===== config.mk =====
export PLATFORM = sky130hd
export DESIGN_NAME = mult_div_unit
export DESIGN_NICKNAME = d
export VERILOG_FILES = /design/src/rtl/mult_div_unit.sv
export SDC_FILE = /design/constraint.sdc
export NUM_CORES = 1
export LEC_CHECK = 0
export CAP_MARGIN = 15
export CORE_ASPECT_RATIO = 1.2
export CORE_MARGIN = 8
export CORE_UTILIZATION = 50
export DETAILED_ROUTE_END_ITERATION = 6
export PLACE_DENSITY = 0.71
export SETUP_SLACK_MARGIN = 0.02
export SLEW_MARGIN = 5
export SYNTH_ARGS = -nofsm -noshare
export SYNTH_HDL_FRONTEND = slang
export SYNTH_SLANG_ARGS = --single-unit

===== constraint.sdc =====
create_clock -name CLK -period 11.1 [get_ports CLK]
set_clock_uncertainty 0.2 [all_clocks]
set_input_delay 2.22 -clock CLK [delete_from_list [all_inputs] [get_ports CLK]]
set_output_delay 2.22 -clock CLK [all_outputs]
set_load 0.01 [all_outputs]

===== src/rtl/mult_div_unit.sv =====
// Multi-cycle MIPS multiply/divide unit. One bit per cycle (32 CALC cycles) on
// operand magnitudes, then sign correction and HI/LO write-back in FIX.
module mult_div_unit (
    input  logic        CLK,
    input  logic        RST,
    input  logic        start,
    input  logic [1:0]  mdop,
    input  logic [31:0] portA,
    input  logic [31:0] portB,
    input  logic        wr_hi,
    input  logic        wr_lo,
    input  logic [31:0] wdat,
    output logic        busy,
    output logic        done,
    output logic        divzero,
    output logic [31:0] hi,
    output logic [31:0] lo
);

    typedef enum logic [1:0] {IDLE, CALC, FIX} state_t;

    state_t      state, state_nxt;
    logic [1:0]  op;
    logic        sign_a, sign_b;
    logic [31:0] orig_a, mag_a, mag_b;
    logic [4:0]  cnt;
    logic [63:0] acc, acc_nxt;

    logic        a_neg, b_neg;
    logic [31:0] mag_a_in, mag_b_in;
    logic [32:0] sum, rem_sh;
    logic        rem_ge;
    logic        div_zero;
    logic [63:0] prod;
    logic [31:0] quo, rem, res_hi, res_lo;

    // Operand conditioning at accept: MULT/DIV (mdop[0]=0) work on magnitudes.
    always_comb begin
        a_neg    = ~mdop[0] & portA[31];
        b_neg    = ~mdop[0] & portB[31];
        mag_a_in = a_neg ? (32'd0 - portA) : portA;
        mag_b_in = b_neg ? (32'd0 - portB) : portB;
    end

    // One iteration: shift-add for multiply, restoring step for divide.
    // acc holds {partial product, multiplier} or {remainder, dividend/quotient}.
    always_comb begin
        sum     = {1'b0, acc[63:32]} + (acc[0] ? {1'b0, mag_a} : 33'd0);
        rem_sh  = {acc[63:32], acc[31]};
        rem_ge  = (rem_sh >= {1'b0, mag_b});
        acc_nxt = {sum, acc[31:1]};
        if (op[1]) begin
            if (rem_ge) acc_nxt = {rem_sh[31:0] - mag_b, acc[30:0], 1'b1};
            else        acc_nxt = {rem_sh[31:0],         acc[30:0], 1'b0};
        end
    end

    always_comb begin
        div_zero = op[1] & (mag_b == 32'd0);
        prod     = (sign_a ^ sign_b) ? (64'd0 - acc) : acc;
        quo      = (sign_a ^ sign_b) ? (32'd0 - acc[31:0]) : acc[31:0];
        rem      = sign_a ? (32'd0 - acc[63:32]) : acc[63:32];
        res_hi   = prod[63:32];
        res_lo   = prod[31:0];
        if (div_zero) begin
            res_hi = orig_a;
            res_lo = 32'hFFFF_FFFF;
        end else if (op[1]) begin
            res_hi = rem;
            res_lo = quo;
        end
    end

    // NOTE: sequential state uses non-blocking assignments so every register
    // samples pre-edge values regardless of process ordering.
    always_ff @(posedge CLK or posedge RST) begin
        if (RST) state <= IDLE;
        else     state <= state_nxt;
    end

    // NOTE: default assignment first so no path leaves state_nxt unassigned,
    // which would otherwise infer a latch.
    always_comb begin
        state_nxt = state;
        case (state)
            IDLE:    if (start) state_nxt = CALC;
            CALC:    if (cnt == 5'd0) state_nxt = FIX;
            FIX:     state_nxt = IDLE;
            default: state_nxt = IDLE;
        endcase
    end

    always_comb begin
        busy = (state != IDLE);
    end

    always_ff @(posedge CLK or posedge RST) begin
        if (RST) begin
            op      <= 2'b00;
            sign_a  <= 1'b0;
            sign_b  <= 1'b0;
            orig_a  <= 32'd0;
            mag_a   <= 32'd0;
            mag_b   <= 32'd0;
            cnt     <= 5'd0;
            acc     <= 64'd0;
            hi      <= 32'd0;
            lo      <= 32'd0;
            done    <= 1'b0;
            divzero <= 1'b0;
        end else begin
            done    <= 1'b0;
            divzero <= 1'b0;
            case (state)
                IDLE: begin
                    if (wr_hi) hi <= wdat;
                    if (wr_lo) lo <= wdat;
                    if (start) begin
                        op     <= mdop;
                        sign_a <= a_neg;
                        sign_b <= b_neg;
                        orig_a <= portA;
                        mag_a  <= mag_a_in;
                        mag_b  <= mag_b_in;
                        cnt    <= 5'd31;
                        acc    <= {32'd0, (mdop[1] ? mag_a_in : mag_b_in)};
                    end
                end
                CALC: begin
                    acc <= acc_nxt;
                    cnt <= cnt - 5'd1;
                end
                FIX: begin
                    hi      <= res_hi;
                    lo      <= res_lo;
                    done    <= 1'b1;
                    divzero <= div_zero;
                end
                default: ;
            endcase
        end
    end

endmodule


==> results of run 1 <==
## how the worst max path moves through the flow
stage               slack [ns]  endpoint      from  cells past startpoint
detailed placement        4.99   acc[27]  portB[3]                     10
finish                    5.48   acc[27]  portB[3]                     10
floorplan                 2.23    acc[0]       RST                      1
CTS                       5.56   acc[27]  portB[3]                     10
global route              5.16   acc[27]  portB[3]                     10
global placement          5.04   acc[27]  portB[3]                     10
## flip-flops by register name, summed over array words and instances (netlist names)
| signal | flops |
|---|---|
| acc | 64 |
| hi | 32 |
| lo | 32 |
| mag_b | 32 |
| orig_a | 32 |
| mag_a | 31 |
| cnt | 5 |
| state | 2 |
| divzero | 1 |
| done | 1 |
| op | 1 |
| sign_a | 1 |
| sign_b | 1 |
## stage by stage
step	util (%)	hold WS, ns	cell area (µm²)	std cells
floorplan	-	0.238	17100	2109
global placement	56.2	0.255	19000	2634
detailed placement	56.2	0.255	19000	2634
CTS	58.9	0.277	19900	2681
global route	59.0	0.291	19900	2684
finish	59.0	0.275	19900	2684
## final cells by class
type,count,area (µm²),share of cell area (%)
Inverter,71,274,1.38
Tap cell,456,571,2.86
Clock buffer,39,761,3.82
Multi-Input combinational cell,1677,10400,52.2
Antenna cell,1,2.50,0.0126
Timing Repair Buffer,197,1910,9.58
Sequential cell,235,5880,29.5
Clock inverter,8,126,0.634
## worst max-delay path, stage by stage
cell and delay [ns]:
clkdlybuf4s50_1 0.47, nor4_1 0.74, nand4_1 0.41, nor4_1 0.83, nand2_1 0.28, o21ai_0 0.27
xor2_1 0.19, nand2_1 0.07, a221oi_1 0.25, a21oi_1 0.08
## per-layer routing
metal	global-route usage, %	wire length [µm]	part of all wire, %	vias to the layer above
met5	0	0	0	-
met4	11.6	2040	3.5	0
met3	3.49	4190	7.2	112
met2	45.8	27200	46	712
met1	38.6	25100	43	7884
li1	-	-	-	7756
## logic make-up (layout without fill, tap and decap cells)
group / after synthesis / after routing / synth area share [%]
compound gates: 675 / 675 / 24.2
xor+xnor: 169 / 169 / 8.68
fa+ha+maj: 72 / 72 / 5.37
buf+inv: 197 / 315 / 4.81
flops: 235 / 235 / 34.5
mux: 54 / 54 / 3.21
other cells: 0 / 1 / 0
simple gates: 707 / 707 / 19.2
## cell usage in the layout, fill, tap and decap left out, types with 6 or more instances in the layout
| cell type | synthesis | layout |
|---|---|---|
| nor2_1 | 146 | 145 |
| o31ai_1 | 22 | 22 |
| ha_1 | 70 | 70 |
| xnor2_1 | 87 | 87 |
| a22oi_1 | 11 | 11 |
| clkbuf_1 | 104 | 8 |
| o21bai_1 | 9 | 8 |
| a21o_1 | 28 | 28 |
| nand4_1 | 6 | 6 |
| nand2_1 | 310 | 309 |
| or4_1 | 10 | 10 |
| o41ai_1 | 8 | 8 |
| or3_1 | 14 | 14 |
| a211oi_1 | 52 | 52 |
| a31oi_1 | 31 | 31 |
| clkdlybuf4s50_1 | 0 | 168 |
| buf_4 | 0 | 27 |
| dfrtp_1 | 235 | 234 |
| or2_2 | 7 | 7 |
| o211ai_1 | 23 | 23 |
| o21a_1 | 12 | 12 |
| a21oi_1 | 166 | 165 |
| nand2b_1 | 14 | 14 |
| nand3_1 | 47 | 47 |
| and3_1 | 8 | 8 |
| nor2b_1 | 10 | 9 |
| a222oi_1 | 10 | 10 |
| o22ai_1 | 25 | 25 |
| mux2i_1 | 49 | 49 |
| clkbuf_16 | 0 | 27 |
| o21ai_0 | 226 | 226 |
| nor3_1 | 40 | 40 |
| and2_1 | 46 | 45 |
| inv_1 | 69 | 68 |
| xor2_1 | 82 | 82 |
| nor4_1 | 21 | 20 |
| a221oi_1 | 6 | 6 |
## power groups by stage
stage          combinational, mW  sequential, mW  clock, mW
2_1_floorplan               2.94            1.61          0
3_3_place_gp                3.92            1.77          0
3_5_place_dp                4.00            1.78          0
4_1_cts                     4.03            1.77      0.924
5_1_grt                     4.52            1.84      0.957
6_report                    4.08            1.79      0.915
==> qor.csv, run 1 <==
stage,metric,value,unit
clock_network,H-tree Lvls,1,
yosys,Unique masters post-synth,78,
placed_design,Port Buffers,169,
layout,share of cells above drive strength 1,4.80,%
setup_path,worst endpoint required time,11.30,ns
clock_network,CTS max path bufs,3,
pwr,total power,6.79,mW
global_routing,GRT Total Usage,28.5,%
setup_path,FF-to-FF Start,op[1],
floorplanning,die height,218,µm
pwr,Comb pwr share,60.1,%
clock_network,Root Driver,clkbuf_16,
route,DR vias,16500,
placed_design,Post-Place Worst Slack,4.99,ns
pwr,leakage,8.41,nW
sta,fin crit share,50.6,%
global_routing,grt total ovfl,0,
yosys,register area share after synthesis,34.5,%
sta,Fin Setup TNS,0,ns
clock_network,Worst-Skew Late Latency,0.56,ns
floorplanning,cell row count,74,
run,max_cap viols,0,
yosys,synthesized area per cell,8.09,µm²
sta,RSZ-0062 raised after global routing,no,
floorplanning,Die X-Extent,185,µm
clock_network,Num CTS Buffers,26,
sta,setup ws final,5.48,ns
pwr,Cell Pwr Density,341,nW/µm²
global_routing,first-pass GRT wire length,90500,µm
clock_network,Worst-path clk slew,0.06,ns
yosys,Syn Nets,2284,
yosys,Synth Instances,2109,
setup_path,Critical Path Fanout Max,6,
clock_network,Resize count post-CTS,0,
yosys,post-synth top area cell,dfrtp_1,
pwr,Clk pwr share,13.5,%
route,ANT nets after route,0,
placed_design,final RePlAce weighted congestion,0.997,
floorplanning,I/O pins,170,
yosys,Mapped Area,17100,µm²
floorplanning,full die area,40300,µm²
setup_path,Crit Path Category,input port to flop,
pwr,Sw Ratio,47.4,%
min_path,Hold Crit Start,orig_a[10],
yosys,synth cell count leaders,"310 x nand2_1, 235 x dfrtp_1, 226 x o21ai_0",
layout,Fillers,3056,
route,DR WL/cell,21.8,µm
global_routing,initial antenna violation count,1,
sta,"Hold Vio Cnt, Final",0,
sta,Worst slew margin,25.0,%
clock_network,clk sinks,235,
route,Routed Wire Length,58500,µm
setup_path,Reg-to-Reg End,lo[12],
yosys,Async SR Flop Fraction,100,%
pwr,sequential cell fraction of total power,26.4,%
yosys,synth top area cells,"dfrtp_1 34%, nand2_1 6.8%, o21ai_0 6.6%",
setup_path,Worst R2R Path Depth,10,
pwr,internal power,3.57,mW
placed_design,dpl hpwl,44100,µm
global_routing,vias in the first global route,15900,
pwr,peak supply drop,166,µV
route,drt via density,6.13,
floorplanning,Initial Utilization,50.5,%
setup_path,r2r setup slk,6.69,ns
yosys,Synth warnings,0,
min_path,hold path cells,2,
layout,# nets final,2383,
yosys,post-synth top area share,34.5,%
status,outcome,completed,
min_path,Hold EP,orig_a[10],
min_path,min-delay worst type,flop to flop,
sta,Setup-failing EPs final,0,
setup_path,Worst Setup End Kind,flop,
sta,FMAX,178,MHz
layout,P&R area growth vs syn,16.9,%
route,first-pass detailed-route iteration total,5,
setup_path,WP data arrival,5.81,ns
setup_path,startpoint types,input port,
route,# DRC,0,
route,DRT iter0 DRCs,1715,
yosys,most frequent cell after synthesis,nand2_1,
pwr,Switch Pwr,3.22,mW
yosys,Post-synth top flop,dfrtp_1,
clock_network,CTS tree,built,
global_routing,pin count of the biggest net entering global routing,114,
sta,Slew Limit Fails,0,
clock_network,total setup buffers inserted after CTS,0,
sta,worst slew pin tran,1.12,ns
sta,post-route minimum period,5.62,ns
yosys,Yosys reg bits,235,
floorplanning,core area,33800,µm²
clock_network,hold buffer count at CTS,0,
yosys,number of flops mapped to enable cells by yosys,0,
Power figures use the tool's default switching activity.
==> inputs of run 2 (changes only) <==
==> constraint.sdc (replaced) <==
create_clock -name CLK -period 5.9 [get_ports CLK]
set_clock_uncertainty 0.2 [all_clocks]
set_input_delay 1.18 -clock CLK [delete_from_list [all_inputs] [get_ports CLK]]
set_output_delay 1.18 -clock CLK [all_outputs]
set_load 0.01 [all_outputs]
==> run 2 against run 1 <==
Sequential power increased by 87%. Clock power increased by 84%. Global-route usage increased by 0.24 points. Final cell count increased by 0.15%. Hold slack got worse by 0.0031 ns. Total power increased by 89%. Via count decreased by 0.10%. Worst setup slack got worse by 4.3 ns. Non-clock buffer count increased by 3. Combinational power increased by 90%. Die area unchanged. Critical path type is now flop to flop. Highest routed layer unchanged.
==> qor.csv, run 2 (synthesis gave the netlist of run 1 again) <==
stage,metric,value,unit
setup_path,startpoint types,flop,
layout,Non-Filler Instances,2688,
route,ANT nets after route,0,
setup_path,Critical Path Fanout Max,32,
floorplanning,core area,33800,µm²
layout,Reg area,5880,µm²
layout,Multi-input gate area,10400,µm²
layout,# nets final,2387,
clock_network,Root Driver,clkbuf_16,
clock_network,total setup buffers inserted after CTS,0,
min_path,min-delay worst type,flop to flop,
layout,final instance area,20000,µm²
sta,Worst slew margin,31.6,%
layout,max reg flops,64,
setup_path,WP data arrival,4.91,ns
route,# DRC,0,
route,Routed Wire Length,58800,µm
route,drt via density,6.12,
placed_design,Port Buffers,169,
clock_network,CTS max path bufs,3,
global_routing,initial antenna violation count,0,
clock_network,H-tree Lvls,1,
sta,fin crit share,79.4,%
pwr,leakage,8.44,nW
layout,"leading cell type in the layout, fill and taps excluded",nand2_1,
placed_design,final RePlAce weighted congestion,0.970,
sta,Slew Limit Fails,0,
clock_network,Worst-path clk slew,0.06,ns
floorplanning,cell row count,74,
sta,FMAX,213,MHz
layout,share of cells above drive strength 1,5.11,%
global_routing,vias in the first global route,15900,
route,first-pass detailed-route iteration total,6,
global_routing,first-pass GRT wire length,91300,µm
floorplanning,Die X-Extent,185,µm
setup_path,cells along the critical path,"and2_1, ha_1, inv_1, fa_1, nor2b_1, o31ai_1, a211oi_1, a221oi_1, buf_4, o311ai_0, a211oi_1, o21ai_0, mux2i_1, o211ai_1",
pwr,Cell Pwr Density,641,nW/µm²
sta,RSZ-0062 raised after global routing,no,
setup_path,cell mode on critical path,a211oi_1,
clock_network,hold buffer count at CTS,0,
clock_network,Resize count post-CTS,0,
setup_path,Critical Path Max Stage Delay,0.90,ns
floorplanning,full die area,40300,µm²
layout,Fillers,3105,
setup_path,Worst Setup End Kind,flop,
clock_network,clk sinks,235,
status,outcome,completed,
floorplanning,I/O pins,170,
layout,P&R area growth vs syn,17.0,%
setup_path,Crit Path Category,flop to flop,
sta,Fin Setup TNS,0,ns
global_routing,pin count of the biggest net entering global routing,157,
pwr,total power,12.8,mW
floorplanning,die height,218,µm
min_path,hold path cells,2,
clock_network,Worst-Skew Late Latency,0.56,ns
global_routing,grt total ovfl,0,
run,max_cap viols,0,
setup_path,worst endpoint required time,6.12,ns
placed_design,dpl hpwl,45000,µm
clock_network,Num CTS Buffers,27,
placed_design,placed cell count,2638,
placed_design,dpl cell area,19100,µm²
setup_path,Worst R2R Path Depth,14,
layout,register with the most flip-flops,acc,
layout,"commonest non-fill, non-tap cells in the layout","309 x nand2_1, 234 x dfrtp_1, 226 x o21ai_0",
sta,Setup-failing EPs final,0,
pwr,peak supply drop,259,µV
global_routing,GRT Total Usage,28.7,%
sta,post-route minimum period,4.68,ns
floorplanning,Initial Utilization,50.5,%
clock_network,CTS tree,built,
sta,worst slew pin tran,1.03,ns
route,DRT iter0 DRCs,1605,
route,DR vias,16400,
setup_path,Slowest cell on crit path,dfrtp_1,
route,DR WL/cell,21.9,µm
sta,"Hold Vio Cnt, Final",0,
## run 2: changes by cell type in the layout (fill, tap and decap cells not counted), sizes merged
cell | previous run | this run
buf | 29 | 32
clkinvlp | 3 | 1
clkinv | 2 | 7
bufinv | 3 | 1
## run 2: layer usage
layer	vias to the layer above	track usage, %	share of wire, %
li1	7776	-	-
met1	7907	38.9	43
met2	660	46.8	46
met3	104	3.19	7.1
met4	0	10.6	3.7
met5	-	0	0
## run 2: final cells by class
cell class                      count  area share [%]
Sequential cell                   235            29.5
Timing Repair Buffer              200            9.81
Tap cell                          456            2.86
Clock inverter                      9           0.408
Inverter                           71            1.35
Clock buffer                       39            3.96
Multi-Input combinational cell   1677            52.1
Antenna cell                        1          0.0125
## run 2: per-stage QoR
stage	hold slack, ns	worst slack (ns)	utilization (%)
2_1_floorplan	0.238	1.44	-
3_3_place_gp	0.254	0.812	56.4
3_5_place_dp	0.262	0.698	56.4
4_1_cts	0.277	1.25	59.0
5_1_grt	0.295	0.917	59.0
6_report	0.272	1.22	59.0
## run 2: worst paths after layout
path	from	endpoint	slack, ns
min	lo[4]	lo[4]	0.27
min reg2reg	lo[4]	lo[4]	0.27
max in group asynchronous	RST	acc[8]	3.80
min in group asynchronous	RST	orig_a[31]	0.90
max	acc[0]	acc[61]	1.22
max reg2reg	acc[0]	acc[61]	1.22
## run 2: power by group
| part | total, mW | switching [mW] | internal, mW |
|---|---|---|---|
| clock network | 1.68 | 0.709 | 0.971 |
| logic | 7.77 | 4.47 | 3.29 |
| registers | 3.35 | 0.938 | 2.41 |
## run 2: worst max-delay path, delay by kind of cell (launching register included)
family,cells,cell delay [ns]
simple gates,2,0.41
flops,1,0.90
compound gates,7,1.97
mux,1,0.21
buf+inv,2,0.27
fa+ha+maj,2,0.58
==> inputs of run 3 (changes only) <==
==> constraint.sdc (replaced) <==
create_clock -name CLK -period 4.46 [get_ports CLK]
set_clock_uncertainty 0.2 [all_clocks]
set_input_delay 0.892 -clock CLK [delete_from_list [all_inputs] [get_ports CLK]]
set_output_delay 0.892 -clock CLK [all_outputs]
set_load 0.01 [all_outputs]
==> run 3 against run 2 <==
Die area is the same. Sequential power increased by 27%. Count of clock-buffer cells in the layout shrank 7. First-iteration DRC count grew 16%. Clock power increased by 39%. Design area rose by 1.7%. Combinational power rose by 38%. Fmax increased by 16%. Largest power group unchanged.
==> qor.csv, run 3 (synthesis gave the netlist of run 1 again) <==
stage,metric,value,unit
route,# DRC,0,
setup_path,FF-to-FF Start,acc[0],
sta,post-route minimum period,4.03,ns
clock_network,CTS tree,built,
global_routing,GRT Total Usage,29.0,%
global_routing,grt total ovfl,0,
floorplanning,I/O pins,170,
setup_path,worst endpoint required time,4.68,ns
setup_path,Worst Setup End Kind,flop,
sta,worst slew pin tran,1.22,ns
setup_path,Slowest cell on crit path,a221oi_1,
route,drt via density,6.14,
layout,max reg flops,64,
setup_path,CP Launch Point,acc[0],
floorplanning,Die X-Extent,185,µm
clock_network,CTS max path bufs,3,
setup_path,r2r setup slk,0.43,ns
sta,fin crit share,90.3,%
setup_path,cells along the critical path,"and2_1, ha_1, a21o_1, o32ai_1, a211oi_1, a221oi_1, o311ai_0, a211oi_1, o221ai_1, a211oi_1, o31ai_1",
global_routing,pin count of the biggest net entering global routing,129,
clock_network,Num CTS Buffers,26,
setup_path,CP bufs+invs,0,
pwr,Cell Pwr Density,850,nW/µm²
setup_path,startpoint types,flop,
pwr,peak supply drop,429,µV
setup_path,Critical Path Max Stage Delay,0.56,ns
clock_network,Resize count post-CTS,0,
layout,Non-Filler Instances,2727,
status,outcome,completed,
min_path,min-delay worst type,flop to flop,
clock_network,H-tree Lvls,1,
setup_path,cell mode on critical path,a211oi_1,
route,DR WL/cell,22.1,µm
pwr,leakage,8.64,nW
sta,FMAX,248,MHz
run,max_cap viols,0,
route,DRT iter0 DRCs,1862,
setup_path,Worst R2R Path Depth,11,
sta,"Hold Vio Cnt, Final",0,
clock_network,total setup buffers inserted after CTS,0,
clock_network,clk sinks,235,
floorplanning,die height,218,µm
pwr,total power,17.2,mW
setup_path,WP data arrival,4.25,ns
layout,register with the most flip-flops,acc,
sta,Fin Setup TNS,0,ns
layout,"leading cell type in the layout, fill and taps excluded",nand2_1,
global_routing,first-pass GRT wire length,91800,µm
setup_path,Crit path max-delay family,compound AO/OA/AOI/OAI gates,
setup_path,Critical Path Fanout Max,13,
clock_network,Worst-path clk slew,0.07,ns
layout,"commonest non-fill, non-tap cells in the layout","309 x nand2_1, 234 x dfrtp_1, 226 x o21ai_0",
route,Routed Wire Length,60300,µm
global_routing,initial antenna violation count,1,
layout,share of cells above drive strength 1,6.87,%
setup_path,critical path depth in cells,11,
floorplanning,core area,33800,µm²
route,first-pass detailed-route iteration total,6,
sta,Slew Limit Fails,0,
route,ANT nets after route,0,
sta,RSZ-0062 raised after global routing,no,
floorplanning,cell row count,74,
floorplanning,Initial Utilization,50.5,%
setup_path,Reg-to-Reg End,acc[63],
floorplanning,full die area,40300,µm²
route,DR vias,16700,
placed_design,final RePlAce weighted congestion,0.976,
placed_design,Port Buffers,169,
setup_path,Crit Path Category,flop to flop,
global_routing,vias in the first global route,16000,
placed_design,dpl hpwl,46200,µm
clock_network,hold buffer count at CTS,0,
sta,Worst slew margin,18.6,%
clock_network,Root Driver,clkbuf_16,
clock_network,Worst-Skew Late Latency,0.56,ns
layout,# nets final,2425,
sta,Setup-failing EPs final,0,
placed_design,placed cell count,2678,
layout,P&R area growth vs syn,19.0,%
setup_path,CP endpoint,acc[63],
==> run 3: final cells by class <==
class / instances / area (µm²)
diodes: 1 / 2.50
multi-input cells: 1677 / 10400
flip-flops and latches: 235 / 5880
repair buffers: 239 / 2250
inverters: 71 / 270
well taps: 456 / 571
clock buffers: 32 / 734
fillers: 3063 / 13500
clock inverters: 16 / 184
==> run 3: per-layer routing <==
metal,part of all wire [%],vias up,GRT usage [%]
met5,0,-,0
met4,4.0,0,12.4
met3,8.3,122,3.51
met2,46,767,46.5
met1,42,8004,39.0
li1,-,7843,-
==> run 3: tightest hold or removal path, stage by stage, from the launching register on <==
cell and delay [ns]:
dfrtp_1 0.34, nand2_1 0.05, o21ai_0 0.06
==> run 3: metrics by stage <==
stage | instance area, µm² | setup slack (ns) | hold slack (ns) | util, %
final | 20300 | 0.431 | 0.275 | 60.0
after detailed placement | 19400 | 0.241 | 0.262 | 57.3
after floorplan | 17100 | 0.290 | 0.238 | -
after CTS | 20300 | 0.500 | 0.277 | 60.0
after global routing | 20300 | 0.231 | 0.299 | 60.0
after global placement | 19400 | 0.251 | 0.257 | 57.3
==> run 3: where the power goes <==
part / internal [mW] / total, mW / switching (mW)
logic: 4.53 / 10.7 / 6.12
registers: 3.19 / 4.26 / 1.07
clock network: 1.36 / 2.34 / 0.979
total: 9.08 / 17.2 / 8.17
==> run 3: worst min-delay path by stage <==
| stage | start | end | slack [ns] | cells after the start |
|---|---|---|---|---|
| 3_5_place_dp | orig_a[21] | orig_a[21] | 0.26 | 2 |
| 5_1_grt | mag_a[24] | mag_a[24] | 0.30 | 2 |
| 6_report | lo[17] | lo[17] | 0.28 | 2 |
| 4_1_cts | orig_a[21] | orig_a[21] | 0.28 | 2 |
| 3_3_place_gp | mag_a[30] | mag_a[30] | 0.26 | 2 |
| 2_1_floorplan | mag_a[28] | mag_a[28] | 0.24 | 2 |
